**config.mk**
```make
export PLATFORM = sky130hd
export DESIGN_NAME = uart_wb_slave
export DESIGN_NICKNAME = d
export VERILOG_FILES = /design/src/rtl/uart_wb_pkg.sv /design/src/rtl/uart_sync_fifo.sv /design/src/rtl/uart_wb_slave.sv
export SDC_FILE = /design/constraint.sdc
export NUM_CORES = 1
export LEC_CHECK = 0
export CORE_ASPECT_RATIO = 0.7
export CORE_UTILIZATION = 54
export DETAILED_ROUTE_END_ITERATION = 8
export PLACE_DENSITY_LB_ADDON = 0.15
export RECOVER_POWER = 50
export SYNTH_ARGS = -nofsm -noshare
export SYNTH_HDL_FRONTEND = slang
export SYNTH_SLANG_ARGS = --single-unit
```
**constraint.sdc**
```tcl
create_clock -name clk -period 2.8 [get_ports clk]
set_input_delay 0.56 -clock clk [delete_from_list [all_inputs] [get_ports clk]]
set_output_delay 0.56 -clock clk [all_outputs]
set_load 0.005 [all_outputs]
```
**src/rtl/uart_wb_pkg.sv**
```systemverilog
// ---------------------------------------------------------------------------
// uart_wb_pkg
// Shared definitions for the Wishbone UART slave: register offsets within
// the UART window, STATUS bit positions, and the 2-bit TX/RX FSM encodings.
// ---------------------------------------------------------------------------
package uart_wb_pkg;

    // Register byte offsets (bits [1:0] of the bus address are ignored)
    localparam logic [3:0] UART_DATA = 4'h0;
    localparam logic [3:0] UART_STAT = 4'h4;
    localparam logic [3:0] UART_CTRL = 4'h8;

    // STATUS register bit indices
    localparam int STAT_RX_AVAIL   = 0;
    localparam int STAT_TX_FULL    = 1;
    localparam int STAT_RX_OVERRUN = 2;   // write 1 to clear
    localparam int STAT_TX_IDLE    = 3;
    localparam int STAT_FRAME_ERR  = 4;   // write 1 to clear

    // CTRL register bit indices
    localparam int CTRL_RX_IRQ_EN  = 0;

    typedef enum logic [1:0] {
        TX_IDLE  = 2'd0,
        TX_START = 2'd1,
        TX_DATA  = 2'd2,
        TX_STOP  = 2'd3
    } tx_state_t;

    typedef enum logic [1:0] {
        RX_IDLE  = 2'd0,
        RX_START = 2'd1,
        RX_DATA  = 2'd2,
        RX_STOP  = 2'd3
    } rx_state_t;

endpackage

```
**src/rtl/uart_sync_fifo.sv**
```systemverilog
// ---------------------------------------------------------------------------
// uart_sync_fifo
// Single-clock first-word-fall-through FIFO used for both the TX and RX byte
// queues. dout always shows the oldest entry so a pop and its data are
// consumed in the same cycle.
//   clk, rst   : clock, asynchronous active-high reset (pointers only)
//   push, din  : write request / data; ignored while full
//   pop        : read request; ignored while empty
//   dout       : oldest entry (don't care while empty)
//   full, empty: occupancy flags
// ---------------------------------------------------------------------------
module uart_sync_fifo #(
    parameter int WIDTH = 8,
    parameter int AW    = 4
) (
    input  logic             clk,
    input  logic             rst,
    input  logic             push,
    input  logic             pop,
    input  logic [WIDTH-1:0] din,
    output logic [WIDTH-1:0] dout,
    output logic             full,
    output logic             empty
);

    logic [WIDTH-1:0] mem [2**AW];

    // One extra pointer bit distinguishes full from empty when the
    // address bits are equal.
    logic [AW:0] wr_ptr_reg;
    logic [AW:0] rd_ptr_reg;

    logic do_push;
    logic do_pop;

    assign empty   = (wr_ptr_reg == rd_ptr_reg);
    assign full    = (wr_ptr_reg[AW] != rd_ptr_reg[AW]) &&
                     (wr_ptr_reg[AW-1:0] == rd_ptr_reg[AW-1:0]);
    assign do_push = push & ~full;
    assign do_pop  = pop & ~empty;
    assign dout    = mem[rd_ptr_reg[AW-1:0]];

    // Storage carries no reset; validity is defined by the pointers.
    always_ff @(posedge clk) begin
        if (do_push) begin
            mem[wr_ptr_reg[AW-1:0]] <= din;
        end
    end

    always_ff @(posedge clk or posedge rst) begin
        if (rst) begin
            wr_ptr_reg <= '0;
            rd_ptr_reg <= '0;
        end else begin
            if (do_push) begin
                wr_ptr_reg <= wr_ptr_reg + 1'b1;
            end
            if (do_pop) begin
                rd_ptr_reg <= rd_ptr_reg + 1'b1;
            end
        end
    end

endmodule

```
**src/rtl/uart_wb_slave.sv**
```systemverilog
// ---------------------------------------------------------------------------
// uart_wb_slave
// Wishbone slave UART, 8N1, fixed baud divider. CPU writes to DATA are
// queued and serialized on uart_txd; frames arriving on uart_rxd are queued
// for the CPU to poll. irq_o is a level interrupt for "RX data pending".
//   clk, rst          : system clock, asynchronous active-high reset
//   wb_cyc_i/stb_i    : bus request
//   wb_we_i           : 1 = write
//   wb_adr_i[3:2]     : register select (DATA/STATUS/CTRL/reserved)
//   wb_sel_i[0]       : byte-lane enable for DATA writes
//   wb_dat_i/dat_o    : write / read data
//   wb_ack_o          : single-cycle acknowledge
//   uart_txd/uart_rxd : serial line out / in (rxd asynchronous)
//   irq_o             : rx_irq_en & rx_avail, registered
// CLK_DIV (clocks per bit) must be at least 4.
// ---------------------------------------------------------------------------
module uart_wb_slave
    import uart_wb_pkg::*;
#(
    parameter int CLK_DIV = 434,
    parameter int FIFO_AW = 4
) (
    input  logic        clk,
    input  logic        rst,
    input  logic        wb_cyc_i,
    input  logic        wb_stb_i,
    input  logic        wb_we_i,
    input  logic [3:0]  wb_adr_i,
    input  logic [3:0]  wb_sel_i,
    input  logic [31:0] wb_dat_i,
    output logic [31:0] wb_dat_o,
    output logic        wb_ack_o,
    output logic        uart_txd,
    input  logic        uart_rxd,
    output logic        irq_o
);

    localparam int              CW       = $clog2(CLK_DIV);
    localparam logic [CW-1:0]   CNT_MAX  = CW'(CLK_DIV - 1);
    localparam logic [CW-1:0]   CNT_HALF = CW'(CLK_DIV / 2);
    localparam logic [CW-1:0]   CNT_ONE  = CW'(1);

    // ------------------------------------------------------------------
    // Bus decode
    // ------------------------------------------------------------------
    logic        held_reg;      // acked request whose strobe is still up
    logic        bus_req;
    logic        bus_wr;
    logic        bus_rd;
    logic [3:0]  reg_adr;
    logic [31:0] rd_data;
    logic [31:0] status_vec;
    logic        ctrl_reg;
    logic        overrun_reg;
    logic        frame_err_reg;
    logic        irq_reg;
    logic        unused_bits;

    assign reg_adr = {wb_adr_i[3:2], 2'b00};
    assign bus_req = wb_cyc_i & wb_stb_i & ~wb_ack_o & ~held_reg;
    assign bus_wr  = bus_req & wb_we_i;
    assign bus_rd  = bus_req & ~wb_we_i;

    assign unused_bits = ^{wb_adr_i[1:0], wb_sel_i[3:1], wb_dat_i[31:8]};

    // ------------------------------------------------------------------
    // FIFOs
    // ------------------------------------------------------------------
    logic       tx_push, tx_pop, tx_full, tx_empty;
    logic [7:0] tx_dout;
    logic       rx_push, rx_pop, rx_full, rx_empty;
    logic [7:0] rx_dout;
    logic [7:0] rx_shift_reg;

    assign tx_push = bus_wr & (reg_adr == UART_DATA) & wb_sel_i[0];
    assign rx_pop  = bus_rd & (reg_adr == UART_DATA);

    uart_sync_fifo #(.WIDTH(8), .AW(FIFO_AW)) u_tx_fifo (
        .clk   (clk),
        .rst   (rst),
        .push  (tx_push),
        .pop   (tx_pop),
        .din   (wb_dat_i[7:0]),
        .dout  (tx_dout),
        .full  (tx_full),
        .empty (tx_empty)
    );

    uart_sync_fifo #(.WIDTH(8), .AW(FIFO_AW)) u_rx_fifo (
        .clk   (clk),
        .rst   (rst),
        .push  (rx_push),
        .pop   (rx_pop),
        .din   (rx_shift_reg),
        .dout  (rx_dout),
        .full  (rx_full),
        .empty (rx_empty)
    );

    // ------------------------------------------------------------------
    // TX path
    // ------------------------------------------------------------------
    tx_state_t   tx_state_reg;
    logic [CW-1:0] tx_cnt_reg;
    logic [7:0]  tx_shift_reg;
    logic [2:0]  tx_bit_reg;
    logic        txd_reg;

    // A byte is taken either from IDLE or at the end of a stop bit, the
    // latter chaining frames with no idle gap.
    assign tx_pop = ~tx_empty &
                    ((tx_state_reg == TX_IDLE) ||
                     ((tx_state_reg == TX_STOP) && (tx_cnt_reg == '0)));

    always_ff @(posedge clk or posedge rst) begin
        if (rst) begin
            tx_state_reg <= TX_IDLE;
            tx_cnt_reg   <= '0;
            tx_shift_reg <= '0;
            tx_bit_reg   <= '0;
            txd_reg      <= 1'b1;
        end else begin
            case (tx_state_reg)
                TX_IDLE: begin
                    if (tx_pop) begin
                        tx_shift_reg <= tx_dout;
                        txd_reg      <= 1'b0;
                        tx_cnt_reg   <= CNT_MAX;
                        tx_state_reg <= TX_START;
                    end
                end
                TX_START: begin
                    if (tx_cnt_reg == '0) begin
                        txd_reg      <= tx_shift_reg[0];
                        tx_shift_reg <= {1'b0, tx_shift_reg[7:1]};
                        tx_bit_reg   <= '0;
                        tx_cnt_reg   <= CNT_MAX;
                        tx_state_reg <= TX_DATA;
                    end else begin
                        tx_cnt_reg <= tx_cnt_reg - CNT_ONE;
                    end
                end
                TX_DATA: begin
                    if (tx_cnt_reg == '0) begin
                        tx_cnt_reg <= CNT_MAX;
                        if (tx_bit_reg == 3'd7) begin
                            txd_reg      <= 1'b1;
                            tx_state_reg <= TX_STOP;
                        end else begin
                            txd_reg      <= tx_shift_reg[0];
                            tx_shift_reg <= {1'b0, tx_shift_reg[7:1]};
                            tx_bit_reg   <= tx_bit_reg + 3'd1;
                        end
                    end else begin
                        tx_cnt_reg <= tx_cnt_reg - CNT_ONE;
                    end
                end
                default: begin // TX_STOP
                    if (tx_cnt_reg == '0) begin
                        if (tx_pop) begin
                            tx_shift_reg <= tx_dout;
                            txd_reg      <= 1'b0;
                            tx_cnt_reg   <= CNT_MAX;
                            tx_state_reg <= TX_START;
                        end else begin
                            tx_state_reg <= TX_IDLE;
                        end
                    end else begin
                        tx_cnt_reg <= tx_cnt_reg - CNT_ONE;
                    end
                end
            endcase
        end
    end

    assign uart_txd = txd_reg;

    // ------------------------------------------------------------------
    // RX path
    // ------------------------------------------------------------------
    logic [1:0]    rxd_sync_reg;
    logic          rxd_prev_reg;
    logic          rxd_s;
    logic          rxd_fall;
    rx_state_t     rx_state_reg;
    logic [CW-1:0] rx_cnt_reg;
    logic [2:0]    rx_bit_reg;
    logic          rx_stop_now;
    logic          overrun_set;
    logic          frame_set;

    assign rxd_s    = rxd_sync_reg[1];
    // Edge detection also provides the rearm rule after a framing error:
    // nothing starts until the line has been seen high again.
    assign rxd_fall = rxd_prev_reg & ~rxd_s;

    assign rx_stop_now = (rx_state_reg == RX_STOP) && (rx_cnt_reg == '0);
    assign rx_push     = rx_stop_now & rxd_s;
    assign overrun_set = rx_push & rx_full;
    assign frame_set   = rx_stop_now & ~rxd_s;

    always_ff @(posedge clk or posedge rst) begin
        if (rst) begin
            rxd_sync_reg <= 2'b11;
            rxd_prev_reg <= 1'b1;
        end else begin
            rxd_sync_reg <= {rxd_sync_reg[0], uart_rxd};
            rxd_prev_reg <= rxd_s;
        end
    end

    always_ff @(posedge clk or posedge rst) begin
        if (rst) begin
            rx_state_reg <= RX_IDLE;
            rx_cnt_reg   <= '0;
            rx_bit_reg   <= '0;
            rx_shift_reg <= '0;
        end else begin
            case (rx_state_reg)
                RX_IDLE: begin
                    if (rxd_fall) begin
                        rx_cnt_reg   <= CNT_HALF;
                        rx_state_reg <= RX_START;
                    end
                end
                RX_START: begin
                    if (rx_cnt_reg == '0) begin
                        if (rxd_s) begin
                            rx_state_reg <= RX_IDLE;   // glitch, not a start bit
                        end else begin
                            rx_bit_reg   <= '0;
                            rx_cnt_reg   <= CNT_MAX;
                            rx_state_reg <= RX_DATA;
                        end
                    end else begin
                        rx_cnt_reg <= rx_cnt_reg - CNT_ONE;
                    end
                end
                RX_DATA: begin
                    if (rx_cnt_reg == '0) begin
                        rx_shift_reg <= {rxd_s, rx_shift_reg[7:1]};
                        rx_cnt_reg   <= CNT_MAX;
                        if (rx_bit_reg == 3'd7) begin
                            rx_state_reg <= RX_STOP;
                        end else begin
                            rx_bit_reg <= rx_bit_reg + 3'd1;
                        end
                    end else begin
                        rx_cnt_reg <= rx_cnt_reg - CNT_ONE;
                    end
                end
                default: begin // RX_STOP; push/flags are decoded from rx_stop_now
                    if (rx_cnt_reg == '0) begin
                        rx_state_reg <= RX_IDLE;
                    end else begin
                        rx_cnt_reg <= rx_cnt_reg - CNT_ONE;
                    end
                end
            endcase
        end
    end

    // ------------------------------------------------------------------
    // Registers and bus response
    // ------------------------------------------------------------------
    always_comb begin
        status_vec                  = '0;
        status_vec[STAT_RX_AVAIL]   = ~rx_empty;
        status_vec[STAT_TX_FULL]    = tx_full;
        status_vec[STAT_RX_OVERRUN] = overrun_reg;
        status_vec[STAT_TX_IDLE]    = tx_empty & (tx_state_reg == TX_IDLE);
        status_vec[STAT_FRAME_ERR]  = frame_err_reg;
    end

    always_comb begin
        rd_data = '0;
        case (reg_adr)
            UART_DATA: rd_data = {24'b0, (rx_empty ? 8'h00 : rx_dout)};
            UART_STAT: rd_data = status_vec;
            UART_CTRL: rd_data = {31'b0, ctrl_reg};
            default:   rd_data = '0;
        endcase
    end

    always_ff @(posedge clk or posedge rst) begin
        if (rst) begin
            wb_ack_o      <= 1'b0;
            wb_dat_o      <= '0;
            held_reg      <= 1'b0;
            ctrl_reg      <= 1'b0;
            overrun_reg   <= 1'b0;
            frame_err_reg <= 1'b0;
            irq_reg       <= 1'b0;
        end else begin
            wb_ack_o <= bus_req;
            held_reg <= wb_cyc_i & wb_stb_i & (wb_ack_o | held_reg);
            if (bus_rd) begin
                wb_dat_o <= rd_data;
            end
            if (bus_wr && (reg_adr == UART_CTRL)) begin
                ctrl_reg <= wb_dat_i[CTRL_RX_IRQ_EN];
            end
            // A set event in the same cycle as a W1C clear wins.
            if (overrun_set) begin
                overrun_reg <= 1'b1;
            end else if (bus_wr && (reg_adr == UART_STAT) && wb_dat_i[STAT_RX_OVERRUN]) begin
                overrun_reg <= 1'b0;
            end
            if (frame_set) begin
                frame_err_reg <= 1'b1;
            end else if (bus_wr && (reg_adr == UART_STAT) && wb_dat_i[STAT_FRAME_ERR]) begin
                frame_err_reg <= 1'b0;
            end
            irq_reg <= ctrl_reg & ~rx_empty;
        end
    end

    assign irq_o = irq_reg;

endmodule

```
## After elaboration in Yosys (flattened, before gate mapping)

Memory sizes are Yosys's and may differ from the RTL's.
Cells that the tools add are included.
Widths: inputs -> output; s select.

| storage, ports and cells | value |
|---|---|
| register bits after elaboration | 106 |
| bits in writable memories | 256 |
| input bits | 46 |
| output and inout bits | 35 |
| word-level logic and storage cells | 174 |
| memories | 2 |

| cells by class | value |
|---|---|
| add/sub/neg operators | 8 |
| equal/unequal tests | 29 |
| muxes and demuxes | 55 |
| bitwise operators | 29 |
| reductions and logical operators | 29 |

Memory list:

| memory | depth | bits a word | read ports | clocked after Yosys merged registers in | wr ports | line | RTL |
|---|---|---|---|---|---|---|---|
| u_rx_fifo.mem | 16 | 8 | 1 | 0 | 1 | uart_sync_fifo.sv:26 | `logic [WIDTH-1:0] mem [2**AW];` |
| u_tx_fifo.mem | 16 | 8 | 1 | 0 | 1 | uart_sync_fifo.sv:26 |  |

Operators by type and width:

| cell | count |
|---|---|
| $mux 9 | 8 |
| $mux 8 | 6 |
| $pmux 8 s3 | 2 |
| $pmux 9 s3 | 1 |
| $mux 2 | 11 |
| $mux 3 | 7 |
| $add 5x1->5 const B | 4 |
| $and 1x1->1 | 20 |
| $ne 2x2->1 const B | 10 |
| $logic_not 9->1 | 2 |
| $pmux 9 s2 | 1 |
| $sub 9x1->9 const B | 2 |
| $reduce_and 5->1 | 3 |
| $mux 1 | 14 |
| $pmux 2 s3 | 2 |
| $pmux 3 s2 | 2 |
| $reduce_bool 2->1 | 6 |
| $eq 2x2->1 const B | 5 |
| $eq 5x5->1 | 2 |
| $eq 4x4->1 | 2 |
| $logic_and 1x1->1 | 8 |
| $not 1->1 | 8 |
| $reduce_and 4->1 | 2 |
| $add 3x1->3 const B | 2 |
| other kinds (14) | 20 |

## Depth between registers and ports, before layout

| logic depth | value |
|---|---|
| depth after elaboration | 9 |
| mapped depth | 9 |
| gate-level depth less buffers | 7 |

## Hierarchy

A second synthesis with hierarchy kept.

| unflattened totals | value |
|---|---|
| cells, all modules | 944 |
| area total of the unflattened synthesis | 14876.8 um^2 |

By module, submodules not included:

| module | instances | cells an instance | area an instance (um^2) | sequential area each (um^2) |
|---|---|---|---|---|
| uart_sync_fifo at u_rx_fifo | 1 | 284 | 5566.6 | 4093.9 |
| uart_sync_fifo at u_tx_fifo | 1 | 284 | 5565.3 | 4093.9 |
| uart_wb_slave | 1 | 376 | 3744.8 | 1556.5 |

## Worst setup path before layout

No wires, ideal clock.

| timing | value |
|---|---|
| kind | flip-flop to flip-flop |
| from | reg rx_cnt_reg[0] |
| to | mem u_rx_fifo.mem[3][0] (enable) |
| setup time | 383 ps |
| arrival | 2282 ps |
| required time | 2417 ps |
| setup slack | 135 ps |
| stages on the path, launching flop included | 9 |
| path buffers | 1 |
| period minus slack after synthesis | 2665 ps |
| cells stage by stage | dfrtp_1 inv_1 ha_1 nor3b_2 nand3_1 a211oi_1 clkbuf_1 nand2_1 nor3_1 |

| on the way | value |
|---|---|
| longest elaborated chain between the ends | 6 |

RTL lines:

| what | line | RTL |
|---|---|---|
| from (decl) | uart_wb_slave.sv:186 | `logic [CW-1:0] rx_cnt_reg;` |
| from (signal assigned) | uart_wb_slave.sv:236 | `rx_cnt_reg <= rx_cnt_reg - CNT_ONE;` |
| from (signal assigned) | uart_wb_slave.sv:249 | `rx_cnt_reg <= rx_cnt_reg - CNT_ONE;` |
| from (signal assigned) | uart_wb_slave.sv:256 | `rx_cnt_reg <= rx_cnt_reg - CNT_ONE;` |
| $logic_not 9->1 | uart_wb_slave.sv:197 | `assign rx_stop_now = (rx_state_reg == RX_STOP) && (rx_cnt_reg == '0);` |
| $logic_and 1x1->1 | uart_wb_slave.sv:197 |  |
| $and 1x1->1 | uart_wb_slave.sv:198 | `assign rx_push = rx_stop_now & rxd_s;` |
| $and 1x1->1 | uart_sync_fifo.sv:39 | `assign do_push = push & ~full;` |
| $mux 1 | uart_sync_fifo.sv:45 | `if (do_push) begin` |
| $mux 1 (not written as such) | uart_sync_fifo.sv:46 | `mem[wr_ptr_reg[AW-1:0]] <= din;` |
| to (decl) | uart_sync_fifo.sv:26 |  |

No other way between the ends.

## Worst setup path in the final report

| timing | value |
|---|---|
| from | reg rx_cnt_reg[0] |
| to | mem u_rx_fifo.mem[3][3] (enable) |

The elaborated chain is that of the path after synthesis.

==> results_dict.tcl <==
set metrics [dict create \
    vias 8289 \
    num_rows 50 \
    synthAdderAreaFrac_pct 2.285 \
    syn_avg_cell_area_um2 15.63 \
    wl_per_cell_um 22.09 \
    diodes 0 \
    nFillCells 1941 \
    power.switching_fraction_pct 25.49 \
    core_um2 26840 \
    drcViolationCount 0 \
    status "complete, but fails checks" \
    wirelength_um 31140 \
    setup_viol 0 \
    synth-compound-area-share_pct 7.117 \
    clock_sinks 338 \
    slew_headroom_pct -2.218 \
    intPower_mw 8.660 \
    synth_top_area_share_pct 51.99 \
    ctsHtreeMaxLevel 1 \
    syn_area_um2 14790 \
    async_reset_ff_share_pct 24.26 \
    finalClockSkew_ns 0.01056 \
    synth_top_family_by_area "multiplexers" \
    top_level_ports 81 \
    worst_pin_slew_ns 1.525 \
    layout_common_cells "256 x edfxtp_1, 76 x dfrtp_1, 56 x nand2_1" \
    clkLatencyLatePin_ns 0.55 \
    die_h_um 140.4 \
    antenna_found_initial 0 \
    die_x_um 199.8 \
    clock-root-buffer "clkbuf_16" \
    combPwrFrac_pct 13.7 \
    cts_hold_buffers 0 \
    fin_crit_sh_pct 86.39 \
    arrival_ns 2.66 \
    clockPowerShare_pct 35.6 \
    critical_path.most_common_cell "buf_4" \
    finalCriticalPeriod_ns 2.419 \
    switching_power_mw 2.962 \
    drt_iter0_drc 815 \
    die-area_um2 28060 \
    grt_pass1_vias 7827 \
    cts_buffers 31 \
    slew_violations 30 \
    maxCapViolCount 1 \
    grt_max_degree 30 \
    p_per_area_nw_per_um2 694.1 \
    synth_cells 946 \
    nets 1095 \
    io_buffers 27 \
    track_usage_pct 23.09 \
    clock.fmax_ghz 0.4134 \
    ir_worst_vdd_uv 439.4 \
    stdcell_area_um2 16740 \
    yosysTopAreaCell "edfxtp_1" \
    slowest_delay_ns 0.42 \
    multiInputGateArea_um2 4643 \
    pwr-share-seq_pct 50.6 \
    p_leak_nw 6.172 \
    clk_pin_slew_ns 0.07 \
    drt_pass1_iterations 5 \
    end_kind "flop" \
    hpwl_um 21420 \
    synth.area.top_cells "edfxtp_1 52%, dfrtp_1 13%, mux4_2 7.8%" \
    synth-simple-area-share_pct 6.871 \
    vias_per_cell 5.879 \
    grt_pass1_wl_um 48070 \
    violations "max-capacitance violations, max-slew violations" \
    drive_above_1_share_pct 19.60 \
    gp_congestion 0.8623 \
    yosysUniqueCellTypes 79 \
    yosys_warnings 0 \
    gr-total-overflow 0 \
    crit_type "flop to flop" \
    regArea_um2 9747 \
    cp_max_fo 20 \
    tns_ns 0 \
    postRouteAntennaNets 0 \
    ctsResizeCount 0 \
    dpl-instance-area_um2 15770 \
    rsz0062_at_grt "false" \
    crit_chain "inv_1 > ha_1 > nor3b_2 > nand3_1 > a211oi_1 > buf_4 > nand2_1 > nor3_1 > buf_4" \
    start_kind "flop" \
    ys_seq_area_share_pct 65.91 \
    utilization_pct 62.39 \
    synth_xor_area_share_pct 1.659 \
    start_util_pct 55.09 \
    ys_seq_elements 338 \
    synth_flop_cell "edfxtp_1" \
    cts_tree "done" \
    hp-class "flop to flop" \
    cts_setup_buffers 0 \
    critPathSlowestCell "dfrtp_1" \
    clock_path_buffers 3 \
    critPathRequiredTime_ns 3.04 \
    synthMuxAreaShare_pct 12.86 \
    hold_viol_final 0 \
    syn2layout_area_growth_pct 13.25 \
    final_common_cell "edfxtp_1" \
    synth-edff-count 256 \
]
## worst paths after layout
path | startpoint | end | slack [ns] | cells after the start
min | rxd_sync_reg[0]$_DFF_PP1_ | rxd_sync_reg[1]$_DFF_PP1_ | 0.36 | 0
max reg2reg | rx_cnt_reg[0]$_DFFE_PP0P_ | u_rx_fifo.mem[3][3]$_DFFE_PP_ | 0.38 | 9
min in group asynchronous | rst | rx_cnt_reg[1]$_DFFE_PP0P_ | 0.81 | 2
min reg2reg | rxd_sync_reg[0]$_DFF_PP1_ | rxd_sync_reg[1]$_DFF_PP1_ | 0.36 | 0
max in group asynchronous | rst | wb_dat_o[6]$_DFFE_PP0P_ | 0.55 | 3
max | rx_cnt_reg[0]$_DFFE_PP0P_ | u_rx_fifo.mem[3][3]$_DFFE_PP_ | 0.38 | 9
## synthesized netlist by cell type (all sizes together), types with 2 or more instances
library cell and number:
edfxtp 256, dfrtp 78, nand2 56, mux4 51, buf 47, mux2i 40, o21ai 39, and3 32
mux2 29, a21oi 27, ha 27, clkbuf 25, inv 24, nor2 23, a22oi 21, nor2b 17
xnor2 16, nor3 12, xor2 12, nand4 9, nand3 8, a211oi 7, a22o 7, a31oi 6
o211ai 6, a21o 5, nand2b 5, nor4 5, and2 4, dfstp 4, o31ai 4, o22ai 3
o2bb2ai 3, a2111oi 2, a32o 2, nor3b 2, o21a 2, o41ai 2, or2 2, or4 2
## metrics by stage
stage / hold WS, ns / std cells / power, mW / setup WS, ns
after global placement: 0.3466 / 1353 / 7.520 / 0.1066
after global routing: 0.3624 / 1410 / 12.08 / 0.1630
final: 0.3632 / 1410 / 11.62 / 0.3810
after CTS: 0.3521 / 1410 / 11.67 / 0.3779
after detailed placement: 0.3472 / 1353 / 7.552 / 0.06658
after floorplan: 0.3452 / 969 / 7.059 / 0.1347
## per-layer routing
layer,track usage [%],wire (µm),up-vias
li1,-,-,3760
met1,39.95,15930,4250
met2,30.43,12730,247
met3,3.829,2066,32
met4,3.817,415,0
met5,0,0,-
## area by class of cell
type / instances / area share (%)
multi-input combinational: 535 / 27.73
clock inverter: 14 / 0.7696
timing repair buffer: 92 / 4.767
sequential: 338 / 58.21
tap: 364 / 2.720
clock buffer: 43 / 5.260
inverter: 24 / 0.5455
## critical path, delay by kind of cell (launching register included)
family,cells,cell delay (ns)
AOI/OAI and AO/OA,1,0.24
adders and majority gates,1,0.22
buffers and inverters,3,0.57
DFF,1,0.42
and+or+nand+nor,4,0.63
## cell families after synthesis
group           count (synthesis)
buf+inv                        96
flops                         338
xor+xnor                       28
simple gates                  184
other cells                     1
mux                           120
fa+ha+maj                      27
compound gates                152
## power by group through the flow
stage / combinational [mW] / sequential, mW / clock, mW
floorplan: 1.21 / 5.85 / 0
global placement: 1.55 / 5.97 / 0
detailed placement: 1.58 / 5.97 / 0
CTS: 1.59 / 5.87 / 4.21
global route: 1.76 / 5.91 / 4.40
finish: 1.60 / 5.88 / 4.14
(Power assumes the default switching activity.)
